### config.mk
export PLATFORM = sky130hd
export DESIGN_NAME = pkt_len_accum
export DESIGN_NICKNAME = d
export VERILOG_FILES = /design/src/rtl/pkt_len_accum.sv
export SDC_FILE = /design/constraint.sdc
export NUM_CORES = 1
export LEC_CHECK = 0
export BUFFER_PORTS_ARGS = -buffer_cell sky130_fd_sc_hd__buf_2
export CAP_MARGIN = 20
export CORE_UTILIZATION = 40
export DETAILED_ROUTE_END_ITERATION = 10
export GPL_TIMING_DRIVEN = 0
export PLACE_DENSITY_LB_ADDON = 0.12
export REMOVE_ABC_BUFFERS = 1
export SLEW_MARGIN = 30
export SYNTH_ARGS = -nofsm -noshare
export SYNTH_HDL_FRONTEND = slang
export SYNTH_SLANG_ARGS = --single-unit
### constraint.sdc
create_clock -name clk -period 7.3 [get_ports clk]
set_input_delay 0 -clock clk [delete_from_list [all_inputs] [get_ports clk]]
set_output_delay 0 -clock clk [all_outputs]
set_load 0.01 [all_outputs]
### src/rtl/pkt_len_accum.sv
// pkt_len_accum: totals bytes and flits of each snooped AXI-Stream packet,
// queues one length record per packet and keeps running traffic statistics.
module pkt_len_accum #(
  parameter int unsigned LEN_WIDTH  = 16,
  parameter int unsigned FLIT_WIDTH = 12,
  parameter int unsigned STAT_WIDTH = 32,
  parameter int unsigned FIFO_DEPTH = 4
) (
  input  logic                  clk,
  input  logic                  reset,
  input  logic                  mon_tvalid,
  input  logic                  mon_tready,
  input  logic                  mon_tlast,
  input  logic [7:0]            bytes_in_flit,
  output logic                  rec_valid,
  input  logic                  rec_ready,
  output logic [LEN_WIDTH-1:0]  rec_bytes,
  output logic [FLIT_WIDTH-1:0] rec_flits,
  output logic                  rec_trunc,
  input  logic                  clear_stats,
  output logic [STAT_WIDTH-1:0] stat_packets,
  output logic [STAT_WIDTH-1:0] stat_bytes,
  output logic [STAT_WIDTH-1:0] stat_dropped,
  output logic [LEN_WIDTH-1:0]  stat_max_len
);

  localparam int unsigned PTR_W  = (FIFO_DEPTH > 1) ? $clog2(FIFO_DEPTH) : 1;
  localparam int unsigned CNT_W  = PTR_W + 1;
  localparam int unsigned LSUM_W = LEN_WIDTH + 1;
  localparam int unsigned FSUM_W = FLIT_WIDTH + 1;
  localparam int unsigned SSUM_W = STAT_WIDTH + 1;

  typedef enum logic [0:0] {IDLE = 1'b0, IN_PKT = 1'b1} state_t;

  typedef struct packed {
    logic                  trunc;
    logic [FLIT_WIDTH-1:0] flits;
    logic [LEN_WIDTH-1:0]  bytes;
  } rec_t;

  state_t                state;
  logic                  beat_d;
  logic                  last_d;
  logic [LEN_WIDTH-1:0]  acc_bytes;
  logic [FLIT_WIDTH-1:0] acc_flits;
  logic                  acc_trunc;

  logic [LSUM_W-1:0]     byte_sum_c;
  logic [FSUM_W-1:0]     flit_sum_c;
  rec_t                  new_rec_c;
  logic                  emit_c;

  rec_t                  mem [FIFO_DEPTH];
  logic [PTR_W-1:0]      wr_ptr;
  logic [PTR_W-1:0]      rd_ptr;
  logic [CNT_W-1:0]      count;
  logic [CNT_W-1:0]      count_nxt_c;
  logic                  full_c;
  logic                  pop_c;
  logic                  push_c;
  logic                  drop_c;
  rec_t                  head_c;

  logic [SSUM_W-1:0]     pkt_sum_c;
  logic [SSUM_W-1:0]     byte_tot_c;
  logic [SSUM_W-1:0]     drop_sum_c;

  // Align the handshake with the byte count, which arrives one cycle late.
  always_ff @(posedge clk) begin
    if (reset) begin
      beat_d <= 1'b0;
      last_d <= 1'b0;
    end else begin
      beat_d <= mon_tvalid & mon_tready;
      last_d <= mon_tlast;
    end
  end

  // Saturating running sums including the current flit; this is the record when last_d.
  always_comb begin
    byte_sum_c      = {1'b0, acc_bytes} + LSUM_W'(bytes_in_flit);
    flit_sum_c      = {1'b0, acc_flits} + FSUM_W'(1);
    new_rec_c       = '0;
    new_rec_c.bytes = byte_sum_c[LEN_WIDTH] ? '1 : byte_sum_c[LEN_WIDTH-1:0];
    new_rec_c.flits = flit_sum_c[FLIT_WIDTH] ? '1 : flit_sum_c[FLIT_WIDTH-1:0];
    new_rec_c.trunc = acc_trunc | byte_sum_c[LEN_WIDTH] | flit_sum_c[FLIT_WIDTH];
    emit_c          = beat_d & last_d;
  end

  // Packet framing FSM and per-packet accumulators.
  always_ff @(posedge clk) begin
    if (reset) begin
      state     <= IDLE;
      acc_bytes <= '0;
      acc_flits <= '0;
      acc_trunc <= 1'b0;
    end else begin
      case (state)
        IDLE: begin
          if (beat_d && !last_d) begin
            state     <= IN_PKT;
            acc_bytes <= new_rec_c.bytes;
            acc_flits <= new_rec_c.flits;
            acc_trunc <= new_rec_c.trunc;
          end
        end
        IN_PKT: begin
          if (beat_d) begin
            if (last_d) begin
              state     <= IDLE;
              acc_bytes <= '0;
              acc_flits <= '0;
              acc_trunc <= 1'b0;
            end else begin
              acc_bytes <= new_rec_c.bytes;
              acc_flits <= new_rec_c.flits;
              acc_trunc <= new_rec_c.trunc;
            end
          end
        end
        default: begin
          state     <= IDLE;
          acc_bytes <= '0;
          acc_flits <= '0;
          acc_trunc <= 1'b0;
        end
      endcase
    end
  end

  // Record FIFO control: a full FIFO still accepts a push when the head pops.
  always_comb begin
    full_c      = (count == CNT_W'(FIFO_DEPTH));
    pop_c       = rec_valid & rec_ready;
    push_c      = emit_c & (!full_c | pop_c);
    drop_c      = emit_c & !push_c;
    count_nxt_c = count + CNT_W'(push_c) - CNT_W'(pop_c);
  end

  // Record FIFO storage and pointers.
  always_ff @(posedge clk) begin
    if (reset) begin
      for (int i = 0; i < int'(FIFO_DEPTH); i++) begin
        mem[i] <= '0;
      end
      wr_ptr    <= '0;
      rd_ptr    <= '0;
      count     <= '0;
      rec_valid <= 1'b0;
    end else begin
      if (push_c) begin
        mem[wr_ptr] <= new_rec_c;
        wr_ptr      <= wr_ptr + PTR_W'(1);
      end
      if (pop_c) begin
        rd_ptr <= rd_ptr + PTR_W'(1);
      end
      count     <= count_nxt_c;
      rec_valid <= (count_nxt_c != '0);
    end
  end

  assign head_c    = mem[rd_ptr];
  assign rec_bytes = head_c.bytes;
  assign rec_flits = head_c.flits;
  assign rec_trunc = head_c.trunc;

  // Saturating statistics sums.
  always_comb begin
    pkt_sum_c  = {1'b0, stat_packets} + SSUM_W'(1);
    byte_tot_c = {1'b0, stat_bytes} + SSUM_W'(new_rec_c.bytes);
    drop_sum_c = {1'b0, stat_dropped} + SSUM_W'(1);
  end

  // Statistics: one update per emitted record; clear_stats wins over that update.
  always_ff @(posedge clk) begin
    if (reset || clear_stats) begin
      stat_packets <= '0;
      stat_bytes   <= '0;
      stat_dropped <= '0;
      stat_max_len <= '0;
    end else if (emit_c) begin
      stat_packets <= pkt_sum_c[STAT_WIDTH] ? '1 : pkt_sum_c[STAT_WIDTH-1:0];
      stat_bytes   <= byte_tot_c[STAT_WIDTH] ? '1 : byte_tot_c[STAT_WIDTH-1:0];
      if (drop_c) begin
        stat_dropped <= drop_sum_c[STAT_WIDTH] ? '1 : drop_sum_c[STAT_WIDTH-1:0];
      end
      if (new_rec_c.bytes > stat_max_len) begin
        stat_max_len <= new_rec_c.bytes;
      end
    end
  end

endmodule

==> impl_results.md <==
- Crit Path Max Fanout: 20
- Clock-pin slew on the worst setup and hold paths: 0.06 ns
- Avg Cell Area, Syn: 10.16 sq um
- Pwr dens: 235.9 mW/mm^2
- Overflow after GRT: 0
- Clock share of power: 0.458
- Number of placement rows: 65
- Routability-driven placement congestion ratio: roughly 0.80
- Final setup violation count: 0
- Clk_lat worst skew: between 0.5 and 0.6 ns
- Antenna viol nets, final: 0
- DIE WIDTH: 182.7 um
- CTS H-tree lvls: 1
- Root Driver: clkbuf_16
- Number of iterations in the first detailed-routing pass: 5
- Fin Hold WS: between 0.03 and 0.04 ns
- Max Root-Sink Buffers: 3
- Vias in the first global route: 9,495
- Yosys warns: 0
- DP HPWL: 21,040 um
- P&R area growth vs syn: 18.81%
- Register share of total power: 0.447
- RSZ-0062 raised after global routing: false
- Final TNS setup: 0 ns
- Synthesized flop and latch total: 270
- CTS tree: yes
- Starting Density: 0.4106
- Yosys cell types: 72
- WL/cell: roughly 17 um
- Vias/cell: around 5.2
- Least-Margin Pin Slew: 0.8857 ns
- Critical Path RT: 7.78 ns
- Post-synth top flop: dfxtp_1
- VDD IR-drop max: 0.1762 mV
- Commonest cells after routing, fill and taps aside: 248 x nor2_1, 156 x buf_2, 152 x dfxtp_1
- Clk sinks: 270
- Core area: 0.03180 sq mm
- Commonest non-fill, non-tap cell in the layout: nor2_1
- Status: completed
- Worst slack, placed: 1.450 ns
- Pins Over Slew Limit: 0
- Fin crit period: around 6 ns
- Nets@finish: between 1,000 and 1,500
- Via count: 9,760
- CP peak stage delay: between 0.7 and 0.8 ns
- # port buffers: 156
- Design Area, Final: 0.01551 sq mm
- Largest net degree at the start of global routing: 50
- Final worst setup slack: 1.458 ns
- Net switching power: 0.0008454 W
- Post-CTS sizing: 0
- CP Capture Type: register
- Peak Freq: 0.1712 GHz
- Routed wire length: between 30,000 and 40,000 um
- Register area share after synthesis: 0.5029
- Fill count: 3,010
- Sw Ratio: 0.2310
- Clock Skew: 0.01229 ns
- Critical-path top delay cell: nand2_1
- Number of enable flip-flop cells after synthesis: approximately 120
- Total CTS buffers: 31
- Residual DRC count: 0
- Worst path cell trace: ha_1 > fa_1 > a21oi_1 > o2111ai_1 > nand3_1 > nand2_1 > o21ai_0 > inv_1 > ha_1 > nand2_1 > a31oi_1 > a211o_1 > a31oi_1 > a21oi_1 > nand2_1 > and2_1 > a21oi_1
- Max-Cap Viols: 0
- Full die area: around 0.033 sq mm
- 1st-iter DRT viols: approximately 570
- Placed Area: about 0.014 sq mm
- Worst setup path class: reg2reg
- Post-Syn Area: 0.01306 sq mm
- WP data arrival: between 6 and 7 ns
- Internal power: 0.002815 W
- Critical path startpoint category: register
- Hold/Removal Path Class: in2reg
- # IOs: 157
- Period utilization: 0.8003
- Leakage: about 6.1 nW
- Async SR Flop Fraction: 0
- Combinational Power Share: 0.096
- Worst slew slack as a fraction of its limit: 0.4095
- Initial antenna violation count: 1
- Endpoints failing hold: 0
- Share of cells above drive strength 1: 0.2091
- Die Height: 182.7 um
- Cells after synthesis: 1,285
- First-pass GRT wire length: around 50,000 um
- Final core utilization: 0.4878
- All-Layer GR Usage: 0.1902
## per-stage QoR
stage               total power, W  cells
finish                    0.003660   1890
global route              0.003801   1890
CTS                       0.003706   1887
detailed placement        0.002022   1826
global placement          0.002001   1817
floorplan                 0.001890   1226
## registers in the layout, indices dropped and copies added (netlist names), named ones only
signal and flops:
rd_ptr 2, acc_trunc 1, rec_valid 1, wr_ptr 2
acc_flits 12, mem 116, stat_dropped 32, last_d 1
acc_bytes 16, stat_packets 32, stat_max_len 16, stat_bytes 32
beat_d 1, count 3
## Yosys cell counts (3+ instances only)
cell	instances	area (sq um)
o21bai_1	4	30.03
nand3_1	52	260.3
edfxtp_1	116	3483
nor3_1	18	90.09
a211oi_1	6	45.04
buf_6	5	56.30
a31o_2	4	35.03
mux4_2	29	653.1
buf_2	5	25.02
or3_1	8	50.05
xor2_1	41	359.1
and4_1	6	52.55
o21ai_0	34	170.2
inv_1	47	176.4
a31oi_1	21	131.4
buf_1	4	15.01
a211o_1	3	26.28
xnor2_1	39	341.6
and3_1	23	143.9
or2_2	6	37.54
nor2b_1	12	75.07
a22oi_1	16	120.1
a21oi_1	108	540.5
mux2i_1	19	190.2
ha_1	43	538.0
nor2_1	249	934.7
dfxtp_1	154	3083
a211oi_2	7	87.58
nand2_1	62	232.7
clkbuf_1	44	165.2
and2_1	10	62.56
fa_1	3	60.06
nand4_1	14	87.58
a21o_1	13	97.59
nand2b_1	9	56.30
## final timing paths
| kind | endpoint | slack [ns] | startpoint | cells past startpoint |
|---|---|---|---|---|
| max reg2reg | stat_bytes[13] | 1.46 | acc_bytes[0] | 17 |
| min reg2reg | stat_max_len[3] | 0.50 | stat_max_len[3] | 2 |
| max | stat_bytes[13] | 1.46 | acc_bytes[0] | 17 |
| min | rd_ptr[0] | 0.03 | rec_ready | 4 |
## critical path, delay by kind of cell, from the launching register on
kind | cells | cell delay [ns]
AO/OA/AOI/OAI | 8 | 2.46
AND/OR/NAND/NOR | 5 | 1.65
adder cells (fa/ha/maj) | 3 | 1.04
flip-flops | 1 | 0.32
buffers and inverters | 1 | 0.28
## cells by family (layout without fill, tap and decap cells)
| group | after synthesis | count (layout) | share of synthesized area |
|---|---|---|---|
| flip-flops | 270 | 270 | 0.5029 |
| multiplexers | 48 | 48 | 0.06459 |
| adder cells (fa/ha/maj) | 46 | 46 | 0.04581 |
| AO/OA/AOI/OAI | 243 | 243 | 0.1209 |
| other | 0 | 1 | 0 |
| buffers and inverters | 108 | 277 | 0.03469 |
| AND/OR/NAND/NOR | 490 | 490 | 0.1774 |
| XOR/XNOR | 80 | 80 | 0.05367 |
## routing by layer
layer  wire, um  share of wire  GRT usage
met3       2098          0.066    0.04929
met1      14740           0.47     0.2569
met2      14310           0.45     0.3079
met4        399          0.013    0.03630
met5          0              0          0
## power groups by stage
stage               Sequential [W]  Clock, W  Combinational, W
finish                     0.00163   0.00168          0.000350
global route               0.00164   0.00178          0.000385
CTS                        0.00164   0.00171          0.000356
detailed placement         0.00167         0          0.000354
global placement           0.00170         0          0.000304
floorplan                  0.00168         0          0.000207
## what timing repair did
item / CTS / global route
hold buffers: 4 / 1
endpoints found under the setup margin: 0 / 0
setup buffers: 0 / 0
endpoints found under the hold margin: 41 / 13
## layout make-up
| type | instances | area, sq um | area share |
|---|---|---|---|
| flip-flops and latches | 270 | 6571 | 0.4236 |
| multi-input cells | 907 | 6080 | 0.3919 |
| repair buffers | 171 | 1031 | 0.06646 |
| clock buffers | 38 | 822.0 | 0.05299 |
| well taps | 435 | 544.3 | 0.03509 |
| clock inverters | 19 | 277.8 | 0.01791 |
| inverters | 49 | 183.9 | 0.01186 |
| diodes | 1 | 2.502 | 0.0001613 |
Power figures use the tool's default switching activity.
